==> src/rtl/actel_pkg.sv <==
// actel_pkg: shared types and constants for the Actel-style sequential bank.
//   sel_t            2-bit mux select {s1, s0}
//   SEL_D00..SEL_D11 select codes for d00/d01/d10/d11
//   ACTEL_MAX_STAGES upper bound on pipeline depth
//   actel_sel()      Actel gated select: s1 = a1 | b1, s0 = a0 & b0
package actel_pkg;

  typedef logic [1:0] sel_t;

  localparam sel_t SEL_D00 = 2'b00;
  localparam sel_t SEL_D01 = 2'b01;
  localparam sel_t SEL_D10 = 2'b10;
  localparam sel_t SEL_D11 = 2'b11;

  localparam int ACTEL_MAX_STAGES = 4;

  function automatic sel_t actel_sel(input logic a1, input logic b1,
                                     input logic a0, input logic b0);
    return {a1 | b1, a0 & b0};
  endfunction

endpackage

==> src/rtl/actel_pipe_stage.sv <==
// actel_pipe_stage: one WIDTH-bit data register plus its valid bit.
// Optional macro ACTEL_SEQ_BANK_SCAN_EN adds a serial scan path through the
// data register (bit 0 -> bit WIDTH-1); valid holds while scanning.
// Ports:
//   clk, clr         clock, async active-high clear
//   en               load enable (functional path)
//   d, v             incoming data / valid
//   scan_en, scan_in scan control and serial input (macro only)
//   q, qv            registered data / valid
module actel_pipe_stage
  import actel_pkg::*;
#(
  parameter int WIDTH = 8
) (
  input  logic             clk,
  input  logic             clr,
  input  logic             en,
  input  logic [WIDTH-1:0] d,
  input  logic             v,
`ifdef ACTEL_SEQ_BANK_SCAN_EN
  input  logic             scan_en,
  input  logic             scan_in,
`endif
  output logic [WIDTH-1:0] q,
  output logic             qv
);

  logic [WIDTH-1:0] data_r;
  logic             valid_r;

`ifdef ACTEL_SEQ_BANK_SCAN_EN
  logic [WIDTH-1:0] shift_s;

  // Scan shift value: scan_in enters bit 0, each bit moves up one position.
  always_comb begin
    shift_s    = data_r;
    shift_s[0] = scan_in;
    for (int i = 1; i < WIDTH; i++) begin
      shift_s[i] = data_r[i-1];
    end
  end

  // Data/valid registers; scan shifts regardless of en, clr overrides all.
  always_ff @(posedge clk or posedge clr) begin
    if (clr) begin
      data_r  <= {WIDTH{1'b0}};
      valid_r <= 1'b0;
    end else if (scan_en) begin
      data_r  <= shift_s;
      valid_r <= valid_r;
    end else if (en) begin
      data_r  <= d;
      valid_r <= v;
    end else begin
      data_r  <= data_r;
      valid_r <= valid_r;
    end
  end
`else
  // Data/valid registers with global stall; clr clears immediately.
  always_ff @(posedge clk or posedge clr) begin
    if (clr) begin
      data_r  <= {WIDTH{1'b0}};
      valid_r <= 1'b0;
    end else if (en) begin
      data_r  <= d;
      valid_r <= v;
    end else begin
      data_r  <= data_r;
      valid_r <= valid_r;
    end
  end
`endif

  assign q  = data_r;
  assign qv = valid_r;

endmodule

==> src/rtl/actel_seq_bank.sv <==
// actel_seq_bank: WIDTH-bit 4:1 mux with Actel gated select feeding a
// STAGES-deep enabled register pipeline with valid tracking.
// Optional macro ACTEL_SEQ_BANK_SCAN_EN adds scan_en/scan_in/scan_out and
// chains every data register into one WIDTH*STAGES-bit shift register.
// Ports:
//   clk, clr              clock, async active-high clear
//   en                    global clock enable (0 stalls the pipeline)
//   in_valid              qualifies the current mux inputs
//   d00, d01, d10, d11    mux data inputs
//   a1, b1, a0, b0        select terms (s1 = a1|b1, s0 = a0&b0)
//   out, out_valid        last-stage data / valid registers
//   scan_en, scan_in      scan control / serial in (macro only)
//   scan_out              last-stage MSB (macro only)
module actel_seq_bank
  import actel_pkg::*;
#(
  parameter int WIDTH  = 8,
  parameter int STAGES = 1
) (
  input  logic             clk,
  input  logic             clr,
  input  logic             en,
  input  logic             in_valid,
  input  logic [WIDTH-1:0] d00,
  input  logic [WIDTH-1:0] d01,
  input  logic [WIDTH-1:0] d10,
  input  logic [WIDTH-1:0] d11,
  input  logic             a1,
  input  logic             b1,
  input  logic             a0,
  input  logic             b0,
`ifdef ACTEL_SEQ_BANK_SCAN_EN
  input  logic             scan_en,
  input  logic             scan_in,
  output logic             scan_out,
`endif
  output logic [WIDTH-1:0] out,
  output logic             out_valid
);

  // Elaboration-time parameter range checks.
  if (WIDTH < 1 || WIDTH > 64) begin : g_bad_width
    $error("actel_seq_bank: WIDTH must be in 1..64");
  end
  if (STAGES < 1 || STAGES > ACTEL_MAX_STAGES) begin : g_bad_stages
    $error("actel_seq_bank: STAGES must be in 1..ACTEL_MAX_STAGES");
  end

  sel_t             sel_s;
  logic [WIDTH-1:0] mux_s;

  // Entry 0 is the mux result, entry i+1 is the output of stage i.
  logic [WIDTH-1:0] data_s  [0:STAGES];
  logic             valid_s [0:STAGES];

  assign sel_s = actel_sel(a1, b1, a0, b0);

  // 4:1 data mux; a case keeps X on unselected inputs from leaking through.
  always_comb begin
    mux_s = {WIDTH{1'b0}};
    case (sel_s)
      SEL_D00: mux_s = d00;
      SEL_D01: mux_s = d01;
      SEL_D10: mux_s = d10;
      SEL_D11: mux_s = d11;
      default: mux_s = {WIDTH{1'b0}};
    endcase
  end

  assign data_s[0]  = mux_s;
  assign valid_s[0] = in_valid;

  for (genvar g = 0; g < STAGES; g++) begin : g_stage
`ifdef ACTEL_SEQ_BANK_SCAN_EN
    logic chain_in_s;
    if (g == 0) begin : g_head
      assign chain_in_s = scan_in;
    end else begin : g_link
      // Previous stage's MSB feeds this stage's bit 0.
      assign chain_in_s = data_s[g][WIDTH-1];
    end
`endif
    actel_pipe_stage #(.WIDTH(WIDTH)) u_stage (
      .clk     (clk),
      .clr     (clr),
      .en      (en),
      .d       (data_s[g]),
      .v       (valid_s[g]),
`ifdef ACTEL_SEQ_BANK_SCAN_EN
      .scan_en (scan_en),
      .scan_in (chain_in_s),
`endif
      .q       (data_s[g+1]),
      .qv      (valid_s[g+1])
    );
  end

  assign out       = data_s[STAGES];
  assign out_valid = valid_s[STAGES];
`ifdef ACTEL_SEQ_BANK_SCAN_EN
  assign scan_out  = data_s[STAGES][WIDTH-1];
`endif

endmodule

==> config.mk <==
export PLATFORM = sky130hd
export DESIGN_NAME = actel_seq_bank
export DESIGN_NICKNAME = d
export VERILOG_FILES = /design/src/rtl/actel_pkg.sv /design/src/rtl/actel_pipe_stage.sv /design/src/rtl/actel_seq_bank.sv
export SDC_FILE = /design/constraint.sdc
export NUM_CORES = 1
export LEC_CHECK = 0
export CAP_MARGIN = 30
export CORE_MARGIN = 8
export CORE_UTILIZATION = 29
export DETAILED_ROUTE_END_ITERATION = 8
export GPL_ROUTABILITY_DRIVEN = 0
export PLACE_DENSITY = 0.85
export SYNTH_ARGS = -nofsm -noshare
export SYNTH_HDL_FRONTEND = slang
export SYNTH_SLANG_ARGS = --single-unit
export TNS_END_PERCENT = 30
==> constraint.sdc <==
create_clock -name clk -period 0.8 [get_ports clk]
set_input_delay 0.12 -clock clk [delete_from_list [all_inputs] [get_ports clk]]
set_output_delay 0.12 -clock clk [all_outputs]
set_load 0.005 [all_outputs]
Word level (Yosys, flattened, before mapping)
Index checks and enable logic that the tools add are counted.
{ "word_totals": {"ff_bits": 9, "latchBits": 0, "ram_bits": 0, "mem_bits_ro": 0, "in_bits": 40, "n_memories": 0} }
{ "op_classes": {"addsub": 0, "multipliers": 0, "n_div": 0, "magnitude_cmp": 0, "n_eq_ne": 3, "shifts": 0, "mux": 1, "n_bitwise": 2, "n_reduce_logical": 1} }
{ "ops": {"columns": ["op", "count"], "rows": [
  ["$pmux 8 s4", 1],
  ["$eq 2x2->1 const B", 2],
  ["$eq 2x1->1 const B", 1],
  ["$logic_not 2->1", 1],
  ["$and 1x1->1", 1],
  ["$or 1x1->1", 1]
]} }

Longest topological paths before layout
Gate-level depths: netlist of the first run.
{ "depth": {"ltp_word": 3, "mapped_depth": 5, "depth_no_buf": 3} }

Cells and area by module
Synthesis of the first run repeated with hierarchy kept, for this count alone.
{ "hier_totals": {"hier_cells": 30, "hier_area_um2": 573.0} }
{ "modules_own_cells": {"columns": ["mod", "n_inst", "cells_each", "area_each_um2", "seq_area_each_um2"], "rows": [
  ["actel_pipe_stage", 1, 20, 375.4, 225.2],
  ["actel_seq_bank", 1, 10, 197.7, 0.0]
]} }

Worst setup path after synthesis of the first run
OpenSTA, ideal clock, no wires.
{ "synth_timing": {"path_kind": "input port to flip-flop", "from": "in en", "to": "reg g_stage[0].u_stage.valid_r", "setup_ps": 125, "t_arrival_ps": 742, "required_ps": 675, "path_slack_ps": -67, "cell_stages": 3, "path_buffers": 2, "cell_sequence": "buf_4 > buf_2 > mux2_2"} }
{ "synth_rtl": {"columns": ["element", "line_no", "text"], "rows": [
  ["start: declaration", "actel_seq_bank.sv:22", "input logic en,"],
  ["end signal: assignment", "actel_pipe_stage.sv:67", "valid_r <= v;"],
  ["end signal: assignment", "actel_pipe_stage.sv:70", "valid_r <= valid_r;"],
  ["end: declaration", "actel_pipe_stage.sv:29", "logic valid_r;"]
]} }
No word-level cell between the ends.

Final worst setup path of the first run
{ "layout_timing": {"from": "reg g_stage[0].u_stage.data_r[2]", "to": "out out[2]"} }
{ "layout_rtl": {"columns": ["element", "line_no", "text"], "rows": [
  ["start: declaration", "actel_pipe_stage.sv:28", "logic [WIDTH-1:0] data_r;"],
  ["start signal: assignment", "actel_pipe_stage.sv:63", "data_r <= {WIDTH{1'b0}};"],
  ["start signal: assignment", "actel_pipe_stage.sv:69", "data_r <= data_r;"],
  ["end: declaration", "actel_seq_bank.sv:37", "output logic [WIDTH-1:0] out,"]
]} }
No word-level cell between the ends.

==> results of run 1 <==
[stage by stage]
stage	std cells	total power, mW
after floorplan	68	0.752
after global placement	144	1.12
after detailed placement	144	1.13
after CTS	151	1.49
after global routing	151	1.57
final	151	1.49
[sequential cells by signal, summed over array words and instances, names as in the netlist]
name	cells
g_stage.u_stage.qv	1
g_stage.u_stage.q	8
[cells by family (layout without fill, tap and decap cells)]
family	after synthesis	in the layout	share of synthesized area [%]
DFF	9	9	37.0
and+or+nand+nor	10	11	7.80
muxes	1	1	1.85
buffers and inverters	15	70	14.0
AOI/OAI and AO/OA	33	33	39.4
[how the worst min path moves through the flow]
stage | slack [ns] | endpoint
3_3_place_gp | 0.41 | g_stage[0].u_stage.qv
3_5_place_dp | 0.42 | g_stage[0].u_stage.qv
2_1_floorplan | -0.05 | g_stage[0].u_stage.q[0]
6_report | 0.13 | g_stage[0].u_stage.q[6]
4_1_cts | 0.14 | g_stage[0].u_stage.q[7]
5_1_grt | 0.19 | g_stage[0].u_stage.q[6]
[cell type report]
| cell class | count | area (sq um) | area share [%] |
|---|---|---|---|
| multi-input combinational | 45 | 328 | 27.3 |
| timing repair buffer | 57 | 556 | 46.2 |
| clock buffer | 4 | 26.3 | 2.19 |
| inverter | 9 | 33.8 | 2.81 |
| sequential | 9 | 225 | 18.7 |
| tap | 27 | 33.8 | 2.81 |
[placed cells by master (no fill, tap or decap), drive strengths merged]
cell type	netlist	routed
clkdlybuf4s50	0	34
buf	6	17
inv	9	9
dfrtp	9	9
nor2	9	9
a22oi	8	8
a41o	8	8
a31oi	8	8
o21ai	8	8
clkbuf	0	6
clkdlybuf4s15	0	3
nand2	1	2
o211a	1	1
mux2	1	1
bufbuf	0	1
[power groups by stage]
| stage | Combinational, mW | Sequential, mW | Clock (mW) |
|---|---|---|---|
| floorplan | 0.198 | 0.555 | 0 |
| global placement | 0.566 | 0.550 | 0 |
| detailed placement | 0.579 | 0.551 | 0 |
| CTS | 0.576 | 0.541 | 0.372 |
| global route | 0.629 | 0.551 | 0.394 |
| finish | 0.583 | 0.544 | 0.359 |
[metal layers]
metal	up-vias	global-route usage [%]	part of all wire (%)
met2	43	21.1	46
li1	371	-	-
met5	-	0	0
met4	0	2.92	0.37
met3	2	4.32	11
met1	360	16.1	42
[what timing repair did]
item	CTS	global route
cloned	2	0
pin swaps	3	0
endpoints found under the hold margin	0	0
setup buffers	2	0
resized for setup	51	7
setup endpoints to repair	18	17
==> run summary, run 1 <==
The run finished, with violations left. The checks that failed: negative setup slack. The DRC violation count after routing is 0, and the number of I/O port buffers is 48.

TritonCTS built the clock tree. The logs give 30 for the first-iteration detailed-routing DRC count and 1140 sq um for the cell area after placement. The number of storage elements in the synthesis netlist works out to 9. Sequential cells burn 36.6% of the power. Final hold analysis gives a worst-case slack of 0.133 ns. Synthesis produced 68 cells.

Summed over all layers, the global routing overflow is 0. STA classifies the critical path endpoint as a primary output. The width of the chip works out to 61.8 microns. CTS placed an instance of clkbuf_4 at the clock tree root. The worst register-to-register path has a setup slack of -0.11 ns. dfrtp_1 takes more of the synthesized area than any other cell.

Across every metal layer, demand over resource in global routing totals 13.0%. The die covers 3820 sq um. The tools report the number of levels the H-tree was split into as 1. The post-detailed-routing wire length is 2.43 mm, and the mean routed wirelength per cell is 16.1 microns. The run gives 165 as the final net count. Setup violations remaining at the end of the flow were counted as 13. For the post-DP HPWL, the log shows 1.70 mm. The minimum clock period came out at 0.920 ns. The post-synthesis average cell area works out to 8.96 sq um. Maximum number of buffers from clock root to sink: 2.

The initial utilization of the core area, before any placement, comes to 30.7%. The slowest library cell on the worst path was dfrtp_1. For this run, the share of the core covered by cells in the final layout is 60.7%. The clock arrives with 0 ns of skew. Entering global routing, the biggest net connects 17 pins. Among cell families on the critical path, the largest total delay comes from flip-flops. The fraction of power spent switching nets works out to 27.5%. The region available for standard cell placement spans 1980 sq um. The number of buffers and inverters on the critical path was 1; the total inserted antenna cells was 0.

The share of flip-flops with an asynchronous set or reset after synthesis came out at 100%. Fill cells in the final layout number 166. The internal portion of the total power is 1.08 mW. The final-report max-slew violation count is 0. Derived from the worst setup path, the maximum achievable clock frequency is 1090 MHz.

The first-pass iteration count of the detailed router was 4; the number of buffers inserted for hold repair after clock tree synthesis was 0. The number of clock buffers added by TritonCTS is 3. The run gives 49 as the total I/O pin count.

The delay of the slowest critical-path stage was 0.40 ns. In this run the power density over the cells is 1240 nW/um^2. STA classifies the critical path startpoint as a register. The reg-to-reg critical path endpoint is g_stage[0].u_stage.q[4]. The worst register-to-register path begins at g_stage[0].u_stage.q[4]. In this run the worst hold path is classified as input port to async pin.

Traced cell by cell, the critical path runs through buf_2. Area share of the largest cell type after synthesis: 37.0%. The routed layout has 776 vias.

In this run, the clock network consumes 24.2% of the power. The cell count of the worst reg-to-reg path was 4. In the final layout, the share of cells above drive strength 1 is 25.0%. Ranked by total cell area, the synthesized netlist is headed by dfrtp_1, a41o_1, a22oi_1, a31oi_1, inv_1. The share of the Yosys chip area taken by registers is 37.0%.

The number of nets handed over by synthesis was 108. STA puts the critical path data required time at 0.68 ns. For this design the static power due to leakage is 0.571 nW.

The count of cell instances traversed by the critical path came out at 1. For the combined area of all synthesized cells, the log shows 609 sq um. After clock tree synthesis, the clock-pin slew on the worst setup and hold paths is 0.06 ns. Summed over all failing endpoints, the final setup total negative slack is -1.21 ns.

At the pin with the least slew margin, the transition time is 0.368 ns. The critical path is of the register to primary output type. The power spent charging and discharging nets was 0.409 mW; the number of different library cells in the post-synthesis netlist was 15. Along the worst path, the maximum fanout reaches 2.

The tools report the number of global-route vias before repair as 816. The area growth from synthesis to layout was 97.3%. Tracing the worst setup path back leads to its startpoint at g_stage[0].u_stage.q[2]. The run gives 0 as the number of warnings printed during yosys synthesis. Setup repair after global routing could not meet its margin everywhere.

The final cycle utilization of the critical path is 115%, and the via count normalized by instance count is 5.14. The overall die height is 61.8 microns, and the worst path setup slack after routing is -0.120 ns. At the worst endpoint, the arrival time is 0.80 ns.

For the initial antenna violation count, the log shows 0. By count the netlist is led by dfrtp_1, inv_1. The number of max-cap violations is 0, and the count of standard-cell rows is 16. The total non-filler cell area in the finished layout is 1200 sq um, and the global-route wire length before repair is 3.76 mm. Timing analysis after detailed placement gives a worst setup slack of -0.658 ns.

Of the total power, combinational logic draws 39.2%. The tools report the final count of hold timing violations as 0. The count of nets left with antenna violations once routing finished came out at 0.

Headroom to the max-slew limit came out at 75.4%. In the synthesized netlist the dominant register cell turns out to be dfrtp_1. The clock reaches the later pin of the worst-skew pair after 0.26 ns. Clock tree synthesis found a total of 9 sinks.

The tools report the largest voltage drop on the vdd net as 0.904 mV. The number of enable flip-flop cells after synthesis was 0. Capturing element of the worst setup path: out[2].
No activity file was read; power rests on OpenSTA's default activity.
==> run 2: changes to the inputs <==
--- a/config.mk
+++ b/config.mk
@@ -10,6 +10,8 @@
 export CORE_UTILIZATION = 29
 export DETAILED_ROUTE_END_ITERATION = 8
 export GPL_ROUTABILITY_DRIVEN = 0
+export GPL_TIMING_DRIVEN = 1
+export MAX_ROUTING_LAYER = met4
 export PLACE_DENSITY = 0.85
 export SYNTH_ARGS = -nofsm -noshare
 export SYNTH_HDL_FRONTEND = slang
==> run 2 against run 1 <==
Compared with the run above:
- the flow still finishes with violations (negative setup slack)
- hold slack got worse by 0.0070 ns
- sequential power barely moved
- via count rose by 0.64%
- critical path depth did not move
- final area did not move
- non-clock buffer count did not move
- die area did not move
==> run summary, run 2 (synthesis gave the netlist of run 1 again) <==
The run finished, with violations left. The checks that failed: negative setup slack. STA classifies the critical path endpoint as a primary output. The width of the chip is 61.8 microns (unchanged). Setup repair after global routing could not meet its margin everywhere. The minimum clock period was 0.922 ns (+0.00237 ns); the core footprint was 1980 sq um (unchanged). For the total I/O pin count, the log shows 49 (unchanged). The mean routed wirelength per cell is 16.1 microns (+0.12%), and the register-to-register setup slack is -0.11 ns (about the same). The signal on the critical path passes through buf_2. The worst path setup slack after routing was -0.122 ns (-0.00237 ns). For the power spent charging and discharging nets, the log shows 0.413 mW (+0.86%). Highest clock frequency the design can meet: 1080 MHz (-0.26%). The worst slew slack as a fraction of its limit is 75.8% (+0.39 points). The run gives 3 (unchanged) as the total clock buffers created by CTS. For this design, the slowest cell found on the critical path is dfrtp_1. The logs give 13.3% (+0.32 points) for the global routing usage summed across all routing layers and 1 (unchanged) for the number of levels the H-tree was split into. The top cell types in the final layout, fill and taps aside, are clkdlybuf4s50_1, inv_1, dfrtp_1, buf_2. The startpoint type of the worst setup path is a register. For the initial antenna violation count, the log shows 0 (unchanged). The logs give 0 (unchanged) for the final count of hold timing violations and 165 (unchanged) for the final net count.

For the total non-filler cell area in the finished layout, the log shows 1200 sq um (unchanged). The slew at the pin closest to its max-slew limit was 0.363 ns (-0.00586 ns); the clock net sink count was 9 (unchanged). The worst setup path is of the register to primary output kind. The detailed route wirelength on metal3 came out at 262 microns (-1.5%). The detailed router used layers up to and including met4. The tools report the clock group share of total power as 24.3% (about the same).

Pin count of the biggest net entering global routing: 17 (unchanged). The clock tree skew after final layout came out at 0 ns (unchanged). The sum of met2 wire segment lengths after detailed routing is 1.09 mm (-2.3%). The number of flip-flops under the largest register name came out at 8 (unchanged). The run gives 2.43 mm (+0.12%) as the post-detailed-routing wire length. The fraction of final layout cells sized beyond drive strength 1 was 25.0% (unchanged); the clock transition time at the flip-flop clock pins of the worst setup and hold paths was 0.06 ns (about the same). The logs give 0 (unchanged) for the DRC violation count after routing and 36.5% (about the same) for the proportion of power drawn by flip-flops and latches. The run gives 0.68 ns (about the same) as the data required time at the worst endpoint.

TritonCTS built the clock tree. The cell chosen for the clock root was clkbuf_4. The largest voltage drop on the vdd net is 0.896 mV (-0.85%). The tools report the remaining number of nets flagged by the antenna check after routing as 0 (unchanged).

The total power was 1.49 mW (+0.27%); the total power density per cell area was 1240 nW/um^2 (+0.27%). Number of setup violations in the final report: 14 (+1). The peak fanout along the critical path was 2 (unchanged). The cell family contributing the most delay on the critical path is flip-flops. The number of I/O port buffers was 48 (unchanged). The overall via count from detail_route was 781 (+0.64%). For the cell area after placement, the log shows 1140 sq um (unchanged). Post-DP HPWL: 1.70 mm (unchanged). The clock latency reported for the late side of the worst-skew pair was 0.26 ns (about the same); the maximum number of buffers from clock root to sink was 2 (unchanged). The initial cell density of the core was 30.7% (unchanged); the length of routed wiring on met1 was 1.05 mm (+2.2%).

Combinational cell fraction of total power: 39.2% (about the same). The number of max-cap violations came out at 0 (unchanged). The logs give 0 (unchanged) for the total global routing overflow and 0.571 nW (unchanged) for the static leakage power. The overall die height is 61.8 microns (unchanged), and the final cycle utilization of the critical path is 115% (+0.30 points).

The global-route wire length before repair is 3.75 mm (-0.37%), and the first-pass iteration count of the detailed router is 4 (unchanged). The floorplan die area is 3820 sq um (unchanged), and the fraction of power spent switching nets is 27.7% (+0.16 points). The final-report max-slew violation count was 0 (unchanged); the internal portion of total power was 1.08 mW (about the same). The post-placement worst setup slack was -0.658 ns (unchanged); the arrival time of data at the critical path endpoint was 0.80 ns (about the same). Number of buffers and inverters on the critical path: 1 (unchanged). The count of standard-cell rows was 16 (unchanged).

The total inserted antenna cells was 0 (unchanged); the area growth from synthesis to layout was 97.3% (unchanged). The delay of the slowest critical-path stage is 0.40 ns (about the same), and the first-iteration detailed-routing DRC count is 39 (+30%). Class of the most critical hold timing path: input port to async pin.

The run gives 817 (+0.12%) as the number of global-route vias before repair. The library cell used most frequently in the layout, excluding fill and tap cells, is clkdlybuf4s50_1. The via count normalized by instance count is 5.17 (+0.64%).
-- run 2: cell counts in the layout (fill, tap and decap cells not counted) --
No cell type changed its count.
-- run 2: final timing paths --
path,start,end,cells past startpoint
setup reg to reg,g_stage[0].u_stage.q[4],g_stage[0].u_stage.q[4],4
max in group asynchronous,clr,g_stage[0].u_stage.q[1],2
hold reg to reg,g_stage[0].u_stage.qv,g_stage[0].u_stage.qv,1
hold / removal,clr,g_stage[0].u_stage.q[7],2
min in group clk,a0,g_stage[0].u_stage.q[6],4
setup / recovery,g_stage[0].u_stage.q[2],out[2],1
-- run 2: final cells by class --
class | count | area (sq um)
Clock buffer | 4 | 26.3
Tap cell | 27 | 33.8
Inverter | 9 | 33.8
Fill cell | 166 | 779
Sequential cell | 9 | 225
Multi-Input combinational cell | 45 | 328
Timing Repair Buffer | 57 | 556
-- run 2: metal layers --
layer	up-vias	global-route usage [%]
met5	-	-
met4	0	2.92
met3	3	3.70
met2	52	21.1
met1	358	16.3
li1	368	-
-- run 2: metrics by stage --
stage / utilization (%) / cells / hold WS (ns) / TNS [ns]
detailed placement: 57.4 / 144 / 0.422 / -6.86
global route: 60.7 / 151 / 0.193 / -1.82
CTS: 60.5 / 151 / 0.137 / -1.32
finish: 60.7 / 151 / 0.126 / -1.27
floorplan: - / 68 / -0.0521 / 0
global placement: 57.4 / 144 / 0.406 / -6.39
-- run 2: repair_timing --
action                                 CTS  global route
resized for setup                       51             7
endpoints found under the hold margin    0             0
gates cloned                             2             0
hold buffers                             0             0
setup endpoints to repair               18            17
setup buffers                            2             0
pin swaps                                3             0
-- run 2: power by group through the flow --
stage / Combinational (mW) / Clock, mW / Sequential [mW]
after global placement: 0.566 / 0 / 0.550
after floorplan: 0.198 / 0 / 0.555
after CTS: 0.576 / 0.372 / 0.541
final: 0.584 / 0.362 / 0.544
after detailed placement: 0.579 / 0 / 0.551
after global routing: 0.629 / 0.394 / 0.551
==> run 3: changes to the inputs <==
--- a/config.mk
+++ b/config.mk
@@ -6,8 +6,8 @@
 export NUM_CORES = 1
 export LEC_CHECK = 0
 export CAP_MARGIN = 30
-export CORE_MARGIN = 8
 export CORE_UTILIZATION = 29
+export CTS_CLUSTER_DIAMETER = 100
 export DETAILED_ROUTE_END_ITERATION = 8
 export GPL_ROUTABILITY_DRIVEN = 0
 export GPL_TIMING_DRIVEN = 1
==> run 3 against run 2 <==
Compared with the run above:
- the flow still finishes with violations (negative setup slack)
- hold slack got worse by 0.0088 ns
- count of clock-buffer cells in the layout did not move
- final cell count fell by 2.6%
- routed wire length decreased by 15%
- highest routed layer is now met3
- setup slack better by 0.028 ns
- non-clock buffer count down 3
- final area down 1.2%
- clock skew unchanged
- utilization shrank 0.15 points
- first-iteration DRC count shrank 79%
- sequential power down 0.7%
==> run summary, run 3 (synthesis gave the netlist of run 1 again) <==
The tools report the worst path setup slack after routing as -0.0947 ns (+0.0278 ns). The mean routed wirelength per cell was 14.1 microns (-12%). The total power was 1.46 mW (-2.4%); the static leakage power was 0.551 nW (-3.5%). Final cycle utilization of the critical path: 112% (-3.5 points). The run gives 764 (-2.2%) as the overall via count from detail_route. The number of global-route vias before repair was 681 (-17%); the floorplan die area was 2290 sq um (-40%). The via count normalized by instance count is 5.20 (+0.49%), and the width of the chip is 47.8 microns (-23%). The number of placed instances with taps included came out at 141 (-2.1%). The checks that failed: negative setup slack. The tools report the highest clock frequency the design can meet as 1120 MHz (+3.1%).

The cell chosen for the clock root is clkbuf_4. The final net count came out at 161 (-2.4%). The flow ran to the end, but the final reports show violations.

Overall die height: 47.8 microns (-23%). The worst setup path is launched from an input port. STA classifies the critical path endpoint as a register. The tools report the global routing usage summed across all routing layers as 18.7% (+5.5 points). The post-placement worst setup slack was -0.613 ns (+0.0447 ns).

The largest voltage drop on the vdd net was 0.911 mV (+1.7%). The tools report the global-route wire length before repair as 2.90 mm (-22%). The top cell types in the final layout, fill and taps aside, are clkdlybuf4s50_1, inv_1, dfrtp_1, buf_2. The number of I/O port buffers is 48 (unchanged), and the pin count of the biggest net entering global routing is 25 (+8).

The run gives 0 (unchanged) as the initial antenna violation count. The logs give 0 ns (unchanged) for the clock tree skew after final layout and 1960 sq um (-1.0%) for the core footprint. The worst setup path is of the input port to register kind. The logs give 8 (-79%) for the first-iteration detailed-routing DRC count and 0.93 ns (+0.25 ns) for the data required time at the worst endpoint.

The library cell used most frequently in the layout, excluding fill and tap cells, is clkdlybuf4s50_1. Area growth from synthesis to layout: 94.9%. The total inserted antenna cells is 0 (unchanged), and the slew at the pin closest to its max-slew limit is 0.350 ns (-0.0121 ns).

The total I/O pin count came out at 49 (unchanged). Count of standard-cell rows: 16 (unchanged). DRC violation count after routing: 0 (unchanged). The clock latency reported for the late side of the worst-skew pair is 0.26 ns (about the same), and the total clock buffers created by CTS is 3 (unchanged). The path class of the tightest hold or removal check is input port to async pin. The remaining number of nets flagged by the antenna check after routing is 0 (unchanged). The non-filler instance count after layout was 147 (-2.6%); the number of flip-flops under the largest register name was 8 (unchanged). The minimum clock period was 0.895 ns (-0.0278 ns).

The clock transition time at the flip-flop clock pins of the worst setup and hold paths was 0.06 ns (about the same). The total non-filler cell area in the finished layout is 1190 sq um (-1.2%), and the final-report max-slew violation count is 0 (unchanged). The worst slew slack as a fraction of its limit was 76.6% (+0.81 points); the total power density per cell area was 1230 nW/um^2 (-1.1%).

The fraction of final layout cells sized beyond drive strength 1 was 24.2% (-0.83 points). The logs give 0 (unchanged) for the final count of hold timing violations and 225 sq um (unchanged) for the area taken by flip-flops and latches. The run gives 0 (unchanged) as the total global routing overflow.

TritonCTS built the clock tree. The run gives 2 (unchanged) as the maximum number of buffers from clock root to sink. The arrival time of data at the critical path endpoint is 1.02 ns (+0.22 ns), and the initial cell density of the core is 31.1% (+0.31 points).

The tools report the fill cell total of the finished layout as 186 (+12%). For the post-detailed-routing wire length, the log shows 2.07 mm (-15%). The number of setup violations in the final report came out at 14 (unchanged). Peak fanout along the critical path: 8 (+6). Cell area after placement: 1140 sq um (+0.22%). The clock net sink count was 9 (unchanged). The tools report the number of max-cap violations as 0 (unchanged). The logs give 1 (unchanged) for the number of levels the H-tree was split into and 1.40 mm (-18%) for the post-DP HPWL. Area used by multi-input combinational logic: 334 sq um (+1.9%).

Setup repair after global routing could not meet its margin everywhere. The first-pass iteration count of the detailed router is 4 (unchanged).
==> run 3: cell count changes in the layout (fill, tap and decap cells not counted), sizes merged <==
cell and change:
clkbuf -1, clkdlybuf4s15 -2, buf -3, dlygate4sd2 +3, nand2 -1
==> run 3: report_power, final <==
part / leakage [nW] / internal [mW] / switching, mW
registers: 0.101 / 0.512 / 0.0277
logic: 0.435 / 0.355 / 0.205
clock network: 0.0150 / 0.193 / 0.163
==> run 3: timing repair <==
action	CTS	global route
setup buffers	1	0
gates cloned	1	0
hold buffers	0	0
pin swaps	1	2
setup endpoints to repair	18	17
resized for setup	45	7
==> run 3: area by class of cell <==
| class | count | share of cell area (%) |
|---|---|---|
| clock buffer | 4 | 2.21 |
| inverter | 9 | 2.85 |
| sequential | 9 | 19.0 |
| tap | 27 | 2.85 |
| timing repair buffer | 54 | 45.0 |
| multi-input combinational | 44 | 28.1 |
==> run 3: metal layers <==
metal  part of all wire (%)  vias to the layer above  track usage, %
met1                     39                      354            20.7
li1                       -                      363               -
met4                      0                        0            2.78
met5                      0                        -               -
met2                     48                       47            31.1
met3                     13                        0            9.06
==> run 3: worst paths after layout <==
check                                              from                 endpoint  slack, ns  depth (start not counted)
worst max-delay path                                 b1  g_stage[0].u_stage.q[2]      -0.09                          4
max in group asynchronous                           clr  g_stage[0].u_stage.q[4]       0.43                          2
worst min register to register    g_stage[0].u_stage.qv    g_stage[0].u_stage.qv       0.50                          1
worst max register to register  g_stage[0].u_stage.q[4]  g_stage[0].u_stage.q[4]      -0.09                          4
worst min-delay path                                clr  g_stage[0].u_stage.q[5]       0.12                          2
min in group clk                                     en    g_stage[0].u_stage.qv       0.31                          3
==> run 3: critical path, stage by stage <==
cell	delay [ns]
dlygate4sd2_1	0.28
o211a_4	0.32
a22oi_1	0.17
a31oi_1	0.13
==> run 3: metrics by stage <==
stage / hold slack, ns / utilization, % / TNS (ns)
2_1_floorplan: -0.0521 / - / 0
3_3_place_gp: 0.413 / 58.1 / -6.08
3_5_place_dp: 0.412 / 58.1 / -6.55
4_1_cts: 0.126 / 59.6 / -1.07
5_1_grt: 0.151 / 60.5 / -1.63
6_report: 0.118 / 60.5 / -1.05
